### src/rtl/rv32i_mem_pkg.sv
// Shared definitions for the data-memory arbiter: state encoding, port ids,
// default widths.
package rv32i_mem_pkg;

    localparam int ADDR_W_DEF = 32;
    localparam int DATA_W_DEF = 32;
    localparam int MEM_AW_DEF = 10;

    typedef enum logic [1:0] {
        IDLE  = 2'd0,
        ISSUE = 2'd1,
        RESP  = 2'd2
    } arb_state_e;

    localparam logic PORT_CORE = 1'b0;
    localparam logic PORT_DBG  = 1'b1;

endpackage

### src/rtl/rr_arbiter2.sv
// Two-way round-robin picker. On a tie the port that was not granted last
// wins; the history bit moves only when the owner accepts a grant.
module rr_arbiter2
    import rv32i_mem_pkg::*;
(
    input  logic       clk,
    input  logic       rst,
    input  logic [1:0] req,
    input  logic       advance,
    output logic [1:0] gnt
);

    logic last_grant_r;

    // Combinational one-hot pick from the current requests and history.
    always_comb begin
        gnt = 2'b00;
        case (req)
            2'b01:   gnt = 2'b01;
            2'b10:   gnt = 2'b10;
            2'b11:   gnt = (last_grant_r == PORT_DBG) ? 2'b01 : 2'b10;
            default: gnt = 2'b00;
        endcase
    end

    // History of the last granted port; reset favours the core on the first tie.
    always_ff @(posedge clk) begin
        if (rst) begin
            last_grant_r <= PORT_DBG;
        end else if (advance && (gnt != 2'b00)) begin
            last_grant_r <= gnt[1];
        end
    end

endmodule

### src/rtl/rv32i_dmem_arbiter.sv
// Data-memory arbiter between the core load/store path (port 0) and the
// debug/loader port (port 1). One access per two cycles: ISSUE drives the
// registered memory command, RESP returns data. Illegal addresses are
// answered with an error and never reach the memory.
module rv32i_dmem_arbiter
    import rv32i_mem_pkg::*;
#(
    parameter int ADDR_W = ADDR_W_DEF,
    parameter int DATA_W = DATA_W_DEF,
    parameter int MEM_AW = MEM_AW_DEF
) (
    input  logic                clk,
    input  logic                rst,
    input  logic                m0_req,
    input  logic                m0_we,
    input  logic [ADDR_W-1:0]   m0_addr,
    input  logic [DATA_W-1:0]   m0_wdata,
    input  logic [DATA_W/8-1:0] m0_wstrb,
    output logic                m0_gnt,
    output logic                m0_rvalid,
    output logic [DATA_W-1:0]   m0_rdata,
    output logic                m0_err,
    input  logic                m1_req,
    input  logic                m1_we,
    input  logic [ADDR_W-1:0]   m1_addr,
    input  logic [DATA_W-1:0]   m1_wdata,
    input  logic [DATA_W/8-1:0] m1_wstrb,
    output logic                m1_gnt,
    output logic                m1_rvalid,
    output logic [DATA_W-1:0]   m1_rdata,
    output logic                m1_err,
    output logic                mem_en,
    output logic                mem_we,
    output logic [MEM_AW-1:0]   mem_addr,
    output logic [DATA_W-1:0]   mem_wdata,
    output logic [DATA_W/8-1:0] mem_wstrb,
    input  logic [DATA_W-1:0]   mem_rdata,
    output logic                busy
);

    localparam int STRB_W = DATA_W / 8;

    arb_state_e        state_r;
    arb_state_e        state_n;
    logic [1:0]        arb_req_s;
    logic [1:0]        arb_gnt_s;
    logic              sample_s;
    logic              advance_s;
    logic              win_port_s;
    logic              sel_we_s;
    logic [ADDR_W-1:0] sel_addr_s;
    logic [DATA_W-1:0] sel_wdata_s;
    logic [STRB_W-1:0] sel_wstrb_s;
    logic              sel_legal_s;
    logic              issue_ok_s;
    logic              cmd_port_r;
    logic              cmd_we_r;
    logic              cmd_err_r;
    logic              rsp_rd_r;

    assign arb_req_s  = {m1_req, m0_req};
    // Requests are only looked at in IDLE and RESP; ISSUE is a fixed slot.
    assign sample_s   = (state_r == IDLE) || (state_r == RESP);
    assign advance_s  = sample_s && (arb_gnt_s != 2'b00);
    assign win_port_s = arb_gnt_s[1];
    assign issue_ok_s = advance_s && sel_legal_s;

    rr_arbiter2 u_rr (
        .clk     (clk),
        .rst     (rst),
        .req     (arb_req_s),
        .advance (advance_s),
        .gnt     (arb_gnt_s)
    );

    // Select the winning payload and classify the address.
    always_comb begin
        sel_we_s    = 1'b0;
        sel_addr_s  = {ADDR_W{1'b0}};
        sel_wdata_s = {DATA_W{1'b0}};
        sel_wstrb_s = {STRB_W{1'b0}};
        if (win_port_s == PORT_DBG) begin
            sel_we_s    = m1_we;
            sel_addr_s  = m1_addr;
            sel_wdata_s = m1_wdata;
            sel_wstrb_s = m1_wstrb;
        end else begin
            sel_we_s    = m0_we;
            sel_addr_s  = m0_addr;
            sel_wdata_s = m0_wdata;
            sel_wstrb_s = m0_wstrb;
        end
        sel_legal_s = (sel_addr_s[1:0] == 2'b00) &&
                      ((sel_addr_s >> (MEM_AW + 2)) == {ADDR_W{1'b0}});
    end

    // Next-state logic of the IDLE/ISSUE/RESP sequencer.
    always_comb begin
        state_n = state_r;
        case (state_r)
            IDLE: begin
                if (advance_s) begin
                    state_n = ISSUE;
                end else begin
                    state_n = IDLE;
                end
            end
            ISSUE: state_n = RESP;
            RESP: begin
                if (advance_s) begin
                    state_n = ISSUE;
                end else begin
                    state_n = IDLE;
                end
            end
            default: state_n = IDLE;
        endcase
    end

    // Sequencer state register.
    always_ff @(posedge clk) begin
        if (rst) begin
            state_r <= IDLE;
        end else begin
            state_r <= state_n;
        end
    end

    // Command capture and all registered outputs (grant, memory command, response).
    always_ff @(posedge clk) begin
        if (rst) begin
            m0_gnt     <= 1'b0;
            m1_gnt     <= 1'b0;
            m0_rvalid  <= 1'b0;
            m1_rvalid  <= 1'b0;
            m0_err     <= 1'b0;
            m1_err     <= 1'b0;
            mem_en     <= 1'b0;
            mem_we     <= 1'b0;
            mem_addr   <= {MEM_AW{1'b0}};
            mem_wdata  <= {DATA_W{1'b0}};
            mem_wstrb  <= {STRB_W{1'b0}};
            cmd_port_r <= 1'b0;
            cmd_we_r   <= 1'b0;
            cmd_err_r  <= 1'b0;
            rsp_rd_r   <= 1'b0;
            busy       <= 1'b0;
        end else begin
            m0_gnt    <= advance_s && (win_port_s == PORT_CORE);
            m1_gnt    <= advance_s && (win_port_s == PORT_DBG);
            mem_en    <= issue_ok_s;
            mem_we    <= issue_ok_s && sel_we_s;
            mem_addr  <= issue_ok_s ? sel_addr_s[MEM_AW+1:2] : {MEM_AW{1'b0}};
            mem_wdata <= (issue_ok_s && sel_we_s) ? sel_wdata_s : {DATA_W{1'b0}};
            mem_wstrb <= (issue_ok_s && sel_we_s) ? sel_wstrb_s : {STRB_W{1'b0}};
            if (advance_s) begin
                cmd_port_r <= win_port_s;
                cmd_we_r   <= sel_we_s;
                cmd_err_r  <= !sel_legal_s;
            end
            m0_rvalid <= (state_r == ISSUE) && (cmd_port_r == PORT_CORE);
            m1_rvalid <= (state_r == ISSUE) && (cmd_port_r == PORT_DBG);
            m0_err    <= (state_r == ISSUE) && (cmd_port_r == PORT_CORE) && cmd_err_r;
            m1_err    <= (state_r == ISSUE) && (cmd_port_r == PORT_DBG) && cmd_err_r;
            rsp_rd_r  <= (state_r == ISSUE) && !cmd_we_r && !cmd_err_r;
            busy      <= (state_n != IDLE);
        end
    end

    // Memory read data arrives in RESP; only the owner of a legal read sees it.
    assign m0_rdata = (m0_rvalid && rsp_rd_r) ? mem_rdata : {DATA_W{1'b0}};
    assign m1_rdata = (m1_rvalid && rsp_rd_r) ? mem_rdata : {DATA_W{1'b0}};

endmodule

### config.mk
export PLATFORM = sky130hd
export DESIGN_NAME = rv32i_dmem_arbiter
export DESIGN_NICKNAME = d
export VERILOG_FILES = /design/src/rtl/rv32i_mem_pkg.sv /design/src/rtl/rr_arbiter2.sv /design/src/rtl/rv32i_dmem_arbiter.sv
export SDC_FILE = /design/constraint.sdc
export NUM_CORES = 1
export LEC_CHECK = 0
export ABC_CLOCK_PERIOD_IN_PS = 3100
export BUFFER_PORTS_ARGS = -buffer_cell sky130_fd_sc_hd__buf_4
export CORE_AREA = 4 4 113 115
export CTS_CLUSTER_DIAMETER = 150
export DETAILED_ROUTE_END_ITERATION = 12
export DIE_AREA = 0 0 117 119
export GPL_ROUTABILITY_DRIVEN = 0
export HOLD_SLACK_MARGIN = 0.1
export SKIP_CTS_REPAIR_TIMING = 1
export SLEW_MARGIN = 10
export SYNTH_ARGS = -nofsm -noshare
export SYNTH_HDL_FRONTEND = slang
export SYNTH_SLANG_ARGS = --single-unit
export TNS_END_PERCENT = 10
### constraint.sdc
create_clock -name clk -period 3.1 [get_ports clk]
set_input_delay 0 -clock clk [delete_from_list [all_inputs] [get_ports clk]]
set_output_delay 0 -clock clk [all_outputs]
set_load 0.02 [all_outputs]
==> results of run 1 <==
[synth_stat cells (all sizes together), types with 2 or more instances]
cell and n:
inv 2, nor3b 3, nand2b 2, nor4 10
buf 16, nor3 47, mux2i 46, nand2 5
nand3 2, nand4 2, and3 66, clkbuf 13
nor2 9, or2 2, dfxtp 62
[cells by family after synthesis]
kind of cell	after synthesis
multiplexers	46
flip-flops	62
AO/OA/AOI/OAI	8
AND/OR/NAND/NOR	148
buffers and inverters	31
[registers in the layout, indices dropped and copies added (netlist names)]
| signal | cells |
|---|---|
| cmd_err_r | 1 |
| busy | 1 |
| u_rr.last_grant_r | 1 |
| m0_err | 1 |
| rsp_rd_r | 1 |
| mem_we | 1 |
| mem_wstrb | 4 |
| mem_addr | 10 |
| cmd_we_r | 1 |
| cmd_port_r | 1 |
| m1_gnt | 1 |
| m1_err | 1 |
| state_r | 2 |
| mem_en | 1 |
| m0_gnt | 1 |
| mem_wdata | 32 |
| m1_rvalid | 1 |
| m0_rvalid | 1 |
[cells in the final DEF, fill, tap and decap left out, types with 2 or more instances in the layout]
| cell type | count |
|---|---|
| sky130_fd_sc_hd__nor2_1 | 9 |
| sky130_fd_sc_hd__bufinv_16 | 2 |
| sky130_fd_sc_hd__nor3_2 | 37 |
| sky130_fd_sc_hd__inv_1 | 2 |
| sky130_fd_sc_hd__clkbuf_16 | 9 |
| sky130_fd_sc_hd__nor3_1 | 10 |
| sky130_fd_sc_hd__and3_1 | 66 |
| sky130_fd_sc_hd__nor4_1 | 10 |
| sky130_fd_sc_hd__buf_4 | 297 |
| sky130_fd_sc_hd__clkinvlp_4 | 2 |
| sky130_fd_sc_hd__dfxtp_1 | 62 |
| sky130_fd_sc_hd__nand2_1 | 5 |
| sky130_fd_sc_hd__nand3_1 | 2 |
| sky130_fd_sc_hd__dlygate4sd3_1 | 94 |
| sky130_fd_sc_hd__mux2i_1 | 46 |
| sky130_fd_sc_hd__nand4_1 | 2 |
| sky130_fd_sc_hd__nor3b_1 | 3 |
[stage by stage]
stage | utilization [%] | worst slack, ps
floorplan | - | 1670
global placement | 44.2 | 1040
detailed placement | 44.2 | 942
CTS | 47.1 | 929
global route | 55.0 | 532
finish | 55.0 | 709
[layout make-up]
cell class / instances / area (um^2)
sequential: 62 / 1240
inverter: 2 / 7.51
tap: 147 / 184
clock buffer: 10 / 239
multi-input combinational: 202 / 1560
clock inverter: 6 / 92.6
fill: 1019 / 5310
timing repair buffer: 391 / 3170
[metal layers]
| metal | routed length, um | vias up |
|---|---|---|
| li1 | - | 1813 |
| met1 | 4310 | 1666 |
| met2 | 6930 | 175 |
| met3 | 1290 | 20 |
| met4 | 276 | 0 |
| met5 | 0 | - |
[power by group]
group	switching, mW	internal (mW)	leakage (nW)
clock network	0.370	0.729	0.155
logic	0.161	0.301	2.75
registers	0.0134	0.809	0.502
total	0.544	1.84	3.41
[tightest hold or removal path, delay by kind of cell]
| family | cells | cell delay, ps |
|---|---|---|
| AO/OA/AOI/OAI | 2 | 260 |
| buffers and inverters | 1 | 90 |
[worst min path at each step]
stage	slack, ps	cells after the start	to	startpoint
global route	120	3	cmd_we_r	m1_req
global placement	220	2	cmd_we_r	rst
CTS	-110	2	cmd_we_r	rst
detailed placement	230	2	cmd_we_r	rst
finish	90	3	cmd_we_r	m1_req
floorplan	70	1	cmd_we_r	rst
==> implementation parameters, run 1 <==
Parameter                              Value

Global route
  First-pass GRT wire length ... 16.7 mm
  Number of antenna violations at the first check in global routing ... 0
  Global routing met1 resource utilization ... 15.2%
  Total grt overflow ... 0
  Met2 GRT Util ... 28.0%
  Gr usage total ... 15.1%
  Met3 Usage GRT ... 5.34%
  Pin count of the biggest net entering global routing ... 65
  Number of global-route vias before repair ... 3,359
  Global-route layer with the greatest usage ... met2

Power
  Peak VDD IR ... 0.207 mV
  P per Cell Area ... 367 nW/um^2
  Power Total ... 2.38 mW
  Pleak ... 3.41 nW

Routing
  Number of DRC violations after detailed routing ... 0
  WL per Instance ... 15.6 um
  Post-route antenna net violation count ... 0
  Final Routed Wirelength ... 12.8 mm
  DRC marker count from the first detailed-route iteration ... 121
  Number of vias per cell after detailed routing ... 4.48
  Detailed Routing Iterations Pass 1 ... 4
  Total via count after detailed routing ... 3,674

Synthesis
  Yosys cell types ... 28
  Yosys reg bits ... 62
  Most used flip-flop cell after synthesis ... sky130_fd_sc_hd__dfxtp_1
  Combinational family with the most area after synthesis ... simple AND/OR/NAND/NOR gates
  Post-Synthesis Net Count ... 469
  Share of flip-flops with an asynchronous set or reset after synthesis ... 0%
  Number of cells produced by synthesis ... 295
  Simple-gate share of the synthesized area ... 34.4%
  Synth area leader ... sky130_fd_sc_hd__dfxtp_1
  Netlist Area Pre-Place ... 2970 um^2
  Largest cells by area after synthesis ... sky130_fd_sc_hd__dfxtp_1, sky130_fd_sc_hd__mux2i_1, sky130_fd_sc_hd__and3_1, sky130_fd_sc_hd__nor3_2, sky130_fd_sc_hd__nor4_1
  Share of the synthesized area in compound gates (AO/OA/AOI/OAI) ... 2.53%
  Post-synthesis share of cell area spent on xor and xnor gates ... 0%
  Yosys warnings ... 0
  Mean instance size in the synthesized netlist ... 10.1 um^2
  Mux share of post-synthesis cell area ... 15.5%
  Share of the yosys chip area belonging to registers ... 41.8%
  Adder-Cell Fraction of Synth Area ... 0%
  Count of flip-flops with a built-in enable after synthesis ... 0
  Top-area cell type share of the netlist area ... 41.8%

STA
  Crit share post-route ... 77.1%
  Setup TNS Final ... 0 ps
  Worst hold-check slack ... 88.3 ps
  Final Max Tran Viols ... 0
  Max Freq ... 418 MHz
  Unrepaired setup endpoints after global routing ... false
  Clk_skew ... 4.58 ps
  Setup-failing EPs final ... 0
  Tightest slew margin relative to the limit ... 42.3%
  Min Clock Period, post-route ... 2390 ps
  Slew at the pin closest to its max-slew limit ... 864 ps
  Number of failing hold endpoints at the final stage ... 0

Critical path
  Largest driver fanout on the critical path ... 41
  Crit. path cell count ... 5
  Setup crit end ... mem_wdata[30]
  Crit path cell chain ... a21bo_4, buf_4, nand2_1, a2111oi_2, dlygate4sd3_1
  Type of element launching the critical path ... register
  Maximum cell stage delay along the critical path ... 590 ps
  Gate family responsible for the most delay along the worst path ... buffers and inverters
  Worst reg2reg endpoint ... mem_wdata[30]
  Source of the worst register-to-register timing path ... u_rr.last_grant_r
  Type of element capturing the critical path ... register
  Buf+Inv Stages, Crit Path ... 2
  Crit. Startpoint ... u_rr.last_grant_r
  Master of the slowest instance on the critical path ... sky130_fd_sc_hd__dlygate4sd3_1
  Startpoint-to-endpoint class of the critical path ... register to register
  Cell count of the worst reg-to-reg path ... 5
  Reg-to-reg slack, setup ... 710 ps
  Critical Path AT ... 2660 ps
  Critical Path RT ... 3370 ps

Run status
  Run status ... completed

Layout
  Layout Area Growth over Synthesis ... 119%
  Final Cell Area ... 6500 um^2
  Number of standard cells in the layout, taps in and fillers out ... 820
  Final-stage net count ... 842
  Number of antenna diodes ... 0
  Fraction of final layout cells sized beyond drive strength 1 ... 52.9%

Clocking
  Clock slew at the register clock pins of the worst setup and hold paths ... 50 ps
  CTS root buf ... sky130_fd_sc_hd__clkbuf_16
  Maximum number of buffers from clock root to sink ... 2
  Count of clock tree sinks ... 62
  TritonCTS Buffers ... 9
  Clock tree from TritonCTS ... yes
  Number of levels the H-tree was split into ... 3
  Insertion delay of the later-clocked pin in the worst-skew pair ... 320 ps

Place
  Count of port buffers added during placement ... 292
  Number of cells after detailed placement ... 710
  Half-perimeter wire length after placement ... 9.27 mm
  Placement-stage cell area ... 5230 um^2

Floorplanning
  Die X ... 117 um
  Std-Cell Core Area ... 11,800 um^2
  Starting Density ... 25.1%
  I/O pins ... 293
  Die Ht ... 119 um
  Standard-cell row count ... 40
  Die footprint ... 13,900 um^2

Worst hold path
  Worst hold path class ... input pin to register

Job
  Max-cap violation count ... 0
Power figures use the tool's default switching activity.
==> inputs of run 2 (changes only) <==
- ABC_AREA: not set -> 1
- ABC_CLOCK_PERIOD_IN_PS: 3100 -> 2000
- clock period: 3.1 -> 2 ns (I/O delays scaled with it)
==> run 2 against run 1 <==
Sequential cell count did not move; clock skew rose by 0.58 ps; worst setup slack got worse by 500 ps; clock-buffer cell count fell by 1; wire length rose by 0.14%; sequential power rose by 53%; clock power rose by 62%; highest routed layer unchanged; hold slack improved by 10 ps; power rose by 60%; sequential share of layout area fell by 0.13 points; critical path depth rose by 3; largest power group unchanged.
==> implementation parameters, run 2 <==
Parameter                              Value

Layout
  Final standard cell utilization of the core ... 55.4%
  Number of antenna diodes ... 0
  Final-stage net count ... 1,048
  Most used cells in the layout excluding fill and tap cells ... sky130_fd_sc_hd__buf_4, sky130_fd_sc_hd__nand2_1, sky130_fd_sc_hd__nor2_1, sky130_fd_sc_hd__dlygate4sd3_1, sky130_fd_sc_hd__inv_1
  Number of flip-flops under the largest register name ... 32
  Register containing the most flip-flops in the final layout ... mem_wdata
  Commonest non-fill, non-tap cell in the layout ... sky130_fd_sc_hd__buf_4
  Largest registers ... mem_wdata x32, mem_addr x10, mem_wstrb x4
  Fraction of final layout cells sized beyond drive strength 1 ... 36.3%
  Number of standard cells in the layout, taps in and fillers out ... 1,026
  Final Cell Area ... 6540 um^2
  Layout Area Growth over Synthesis ... 123%

Synthesis
  Netlist Area Pre-Place ... 2930 um^2
  Yosys cell types ... 18
  Number of cells produced by synthesis ... 490
  Yosys reg bits ... 62
  Most used flip-flop cell after synthesis ... sky130_fd_sc_hd__dfxtp_1
  Adder-Cell Fraction of Synth Area ... 0%
  Largest cells by area after synthesis ... sky130_fd_sc_hd__dfxtp_1, sky130_fd_sc_hd__nand2_1, sky130_fd_sc_hd__nor2_1, sky130_fd_sc_hd__inv_1, sky130_fd_sc_hd__buf_2
  Synth area leader ... sky130_fd_sc_hd__dfxtp_1
  Mux share of post-synthesis cell area ... 0%
  Count of flip-flops with a built-in enable after synthesis ... 0
  Simple-gate share of the synthesized area ... 40.9%
  Combinational family with the most area after synthesis ... simple AND/OR/NAND/NOR gates
  Yosys warnings ... 0
  Most used standard cell by instance count after synthesis ... sky130_fd_sc_hd__nand2_1
  Share of the yosys chip area belonging to registers ... 42.4%
  Share of flip-flops with an asynchronous set or reset after synthesis ... 0%
  Most frequent cells after synthesis ... sky130_fd_sc_hd__nand2_1, sky130_fd_sc_hd__nor2_1, sky130_fd_sc_hd__inv_1, sky130_fd_sc_hd__dfxtp_1, sky130_fd_sc_hd__buf_2
  Post-synthesis share of cell area spent on xor and xnor gates ... 0%
  Share of the synthesized area in compound gates (AO/OA/AOI/OAI) ... 1.50%
  Post-Synthesis Net Count ... 664
  Mean instance size in the synthesized netlist ... 5.98 um^2
  Top-area cell type share of the netlist area ... 42.4%

Global route
  Total grt overflow ... 0
  First-pass GRT wire length ... 16.7 mm
  Number of global-route vias before repair ... 3,468
  Pin count of the biggest net entering global routing ... 38
  Gr usage total ... 15.3%
  Number of antenna violations at the first check in global routing ... 0

Routing
  WL per Instance ... 12.5 um
  Post-route antenna net violation count ... 0
  Number of DRC violations after detailed routing ... 0
  Detailed Routing Iterations Pass 1 ... 4
  Total via count after detailed routing ... 4,154
  DRC marker count from the first detailed-route iteration ... 104
  Number of vias per cell after detailed routing ... 4.05
  Final Routed Wirelength ... 12.8 mm

STA
  Setup-failing EPs final ... 0
  Final Max Tran Viols ... 0
  Clk_skew ... 5.16 ps
  Min Clock Period, post-route ... 1790 ps
  Final WS setup ... 209 ps
  Worst hold-check slack ... 98.7 ps
  Slew at the pin closest to its max-slew limit ... 436 ps
  Number of failing hold endpoints at the final stage ... 0
  Crit share post-route ... 89.5%
  Unrepaired setup endpoints after global routing ... false
  Max Freq ... 558 MHz
  Tightest slew margin relative to the limit ... 70.9%
  Setup TNS Final ... 0 ps

Clocking
  Count of clock tree sinks ... 62
  Clock slew at the register clock pins of the worst setup and hold paths ... 50 ps
  Clock tree from TritonCTS ... yes
  Insertion delay of the later-clocked pin in the worst-skew pair ... 320 ps
  Number of levels the H-tree was split into ... 3
  CTS root buf ... sky130_fd_sc_hd__clkbuf_16
  TritonCTS Buffers ... 9
  Maximum number of buffers from clock root to sink ... 2

Power
  Power Total ... 3.80 mW
  P per Cell Area ... 581 nW/um^2
  Peak VDD IR ... 0.387 mV
  Pleak ... 3.80 nW

Floorplanning
  I/O pins ... 293
  Die Ht ... 119 um
  Starting Density ... 24.8%
  Die X ... 117 um
  Die footprint ... 13,900 um^2
  Standard-cell row count ... 40
  Std-Cell Core Area ... 11,800 um^2

Place
  Number of cells after detailed placement ... 915
  Count of port buffers added during placement ... 292
  Half-perimeter wire length after placement ... 9.72 mm
  Placement-stage cell area ... 5250 um^2
  Worst setup timing slack at the placement stage ... 483 ps

Critical path
  Type of element launching the critical path ... register
  Largest driver fanout on the critical path ... 25
  Reg-to-reg slack, setup ... 210 ps
  Type of element capturing the critical path ... register
  Critical Path AT ... 2040 ps
  Critical Path RT ... 2240 ps
  Startpoint-to-endpoint class of the critical path ... register to register

Worst hold path
  Worst hold path class ... input pin to register

Job
  Max-cap violation count ... 0

Run status
  Run status ... completed
==> run 2: cell types whose count changed after synthesis, sizes merged, moves of 6 or more <==
cell,previous run,this run
nand2,5,157
nor2,9,144
inv,2,89
and3,66,0
mux2i,46,0
nor3,47,3
nor4,10,0
clkbuf,13,7
==> run 2: kinds of logic (layout without fill, tap and decap cells) <==
kind of cell,after synthesis,after routing
buf+inv,109,498
flops,62,62
simple gates,311,311
compound gates,8,8
==> run 2: where the power goes <==
group	internal [mW]	leakage [nW]	switching [mW]
combinational	0.478	3.13	0.281
clock	1.22	0.166	0.560
sequential	1.25	0.502	0.0106
total	2.95	3.80	0.852
==> run 2: layout make-up <==
cell class / instances / area [um^2]
inverters: 89 / 334
fillers: 1118 / 5270
multi-input cells: 319 / 1250
clock inverters: 7 / 120
repair buffers: 393 / 3190
clock buffers: 9 / 225
well taps: 147 / 184
flip-flops and latches: 62 / 1240
==> run 2: layer usage <==
metal | part of all wire [%] | vias up | GRT usage (%)
li1 | - | 2157 | -
met1 | 34 | 1797 | 15.1
met2 | 55 | 175 | 29.8
met3 | 8.9 | 25 | 4.47
met4 | 2.4 | 0 | 4.59
met5 | 0 | - | 0
==> run 2: final timing paths <==
check	depth (start not counted)	to	start
worst max register to register	8	mem_addr[4]	u_rr.last_grant_r
worst min register to register	1	rsp_rd_r	cmd_we_r
worst min-delay path	4	u_rr.last_grant_r	m1_req
worst max-delay path	8	mem_addr[4]	u_rr.last_grant_r
==> run 2: critical path, stage by stage (launching register included) <==
cell and delay [ps]:
sky130_fd_sc_hd__dfxtp_1 390, sky130_fd_sc_hd__nand2_1 80, sky130_fd_sc_hd__nand2_2 100, sky130_fd_sc_hd__buf_4 290
sky130_fd_sc_hd__nand2_1 80, sky130_fd_sc_hd__nand2_1 70, sky130_fd_sc_hd__dlygate4sd3_1 570, sky130_fd_sc_hd__inv_1 50
sky130_fd_sc_hd__nor2_1 80
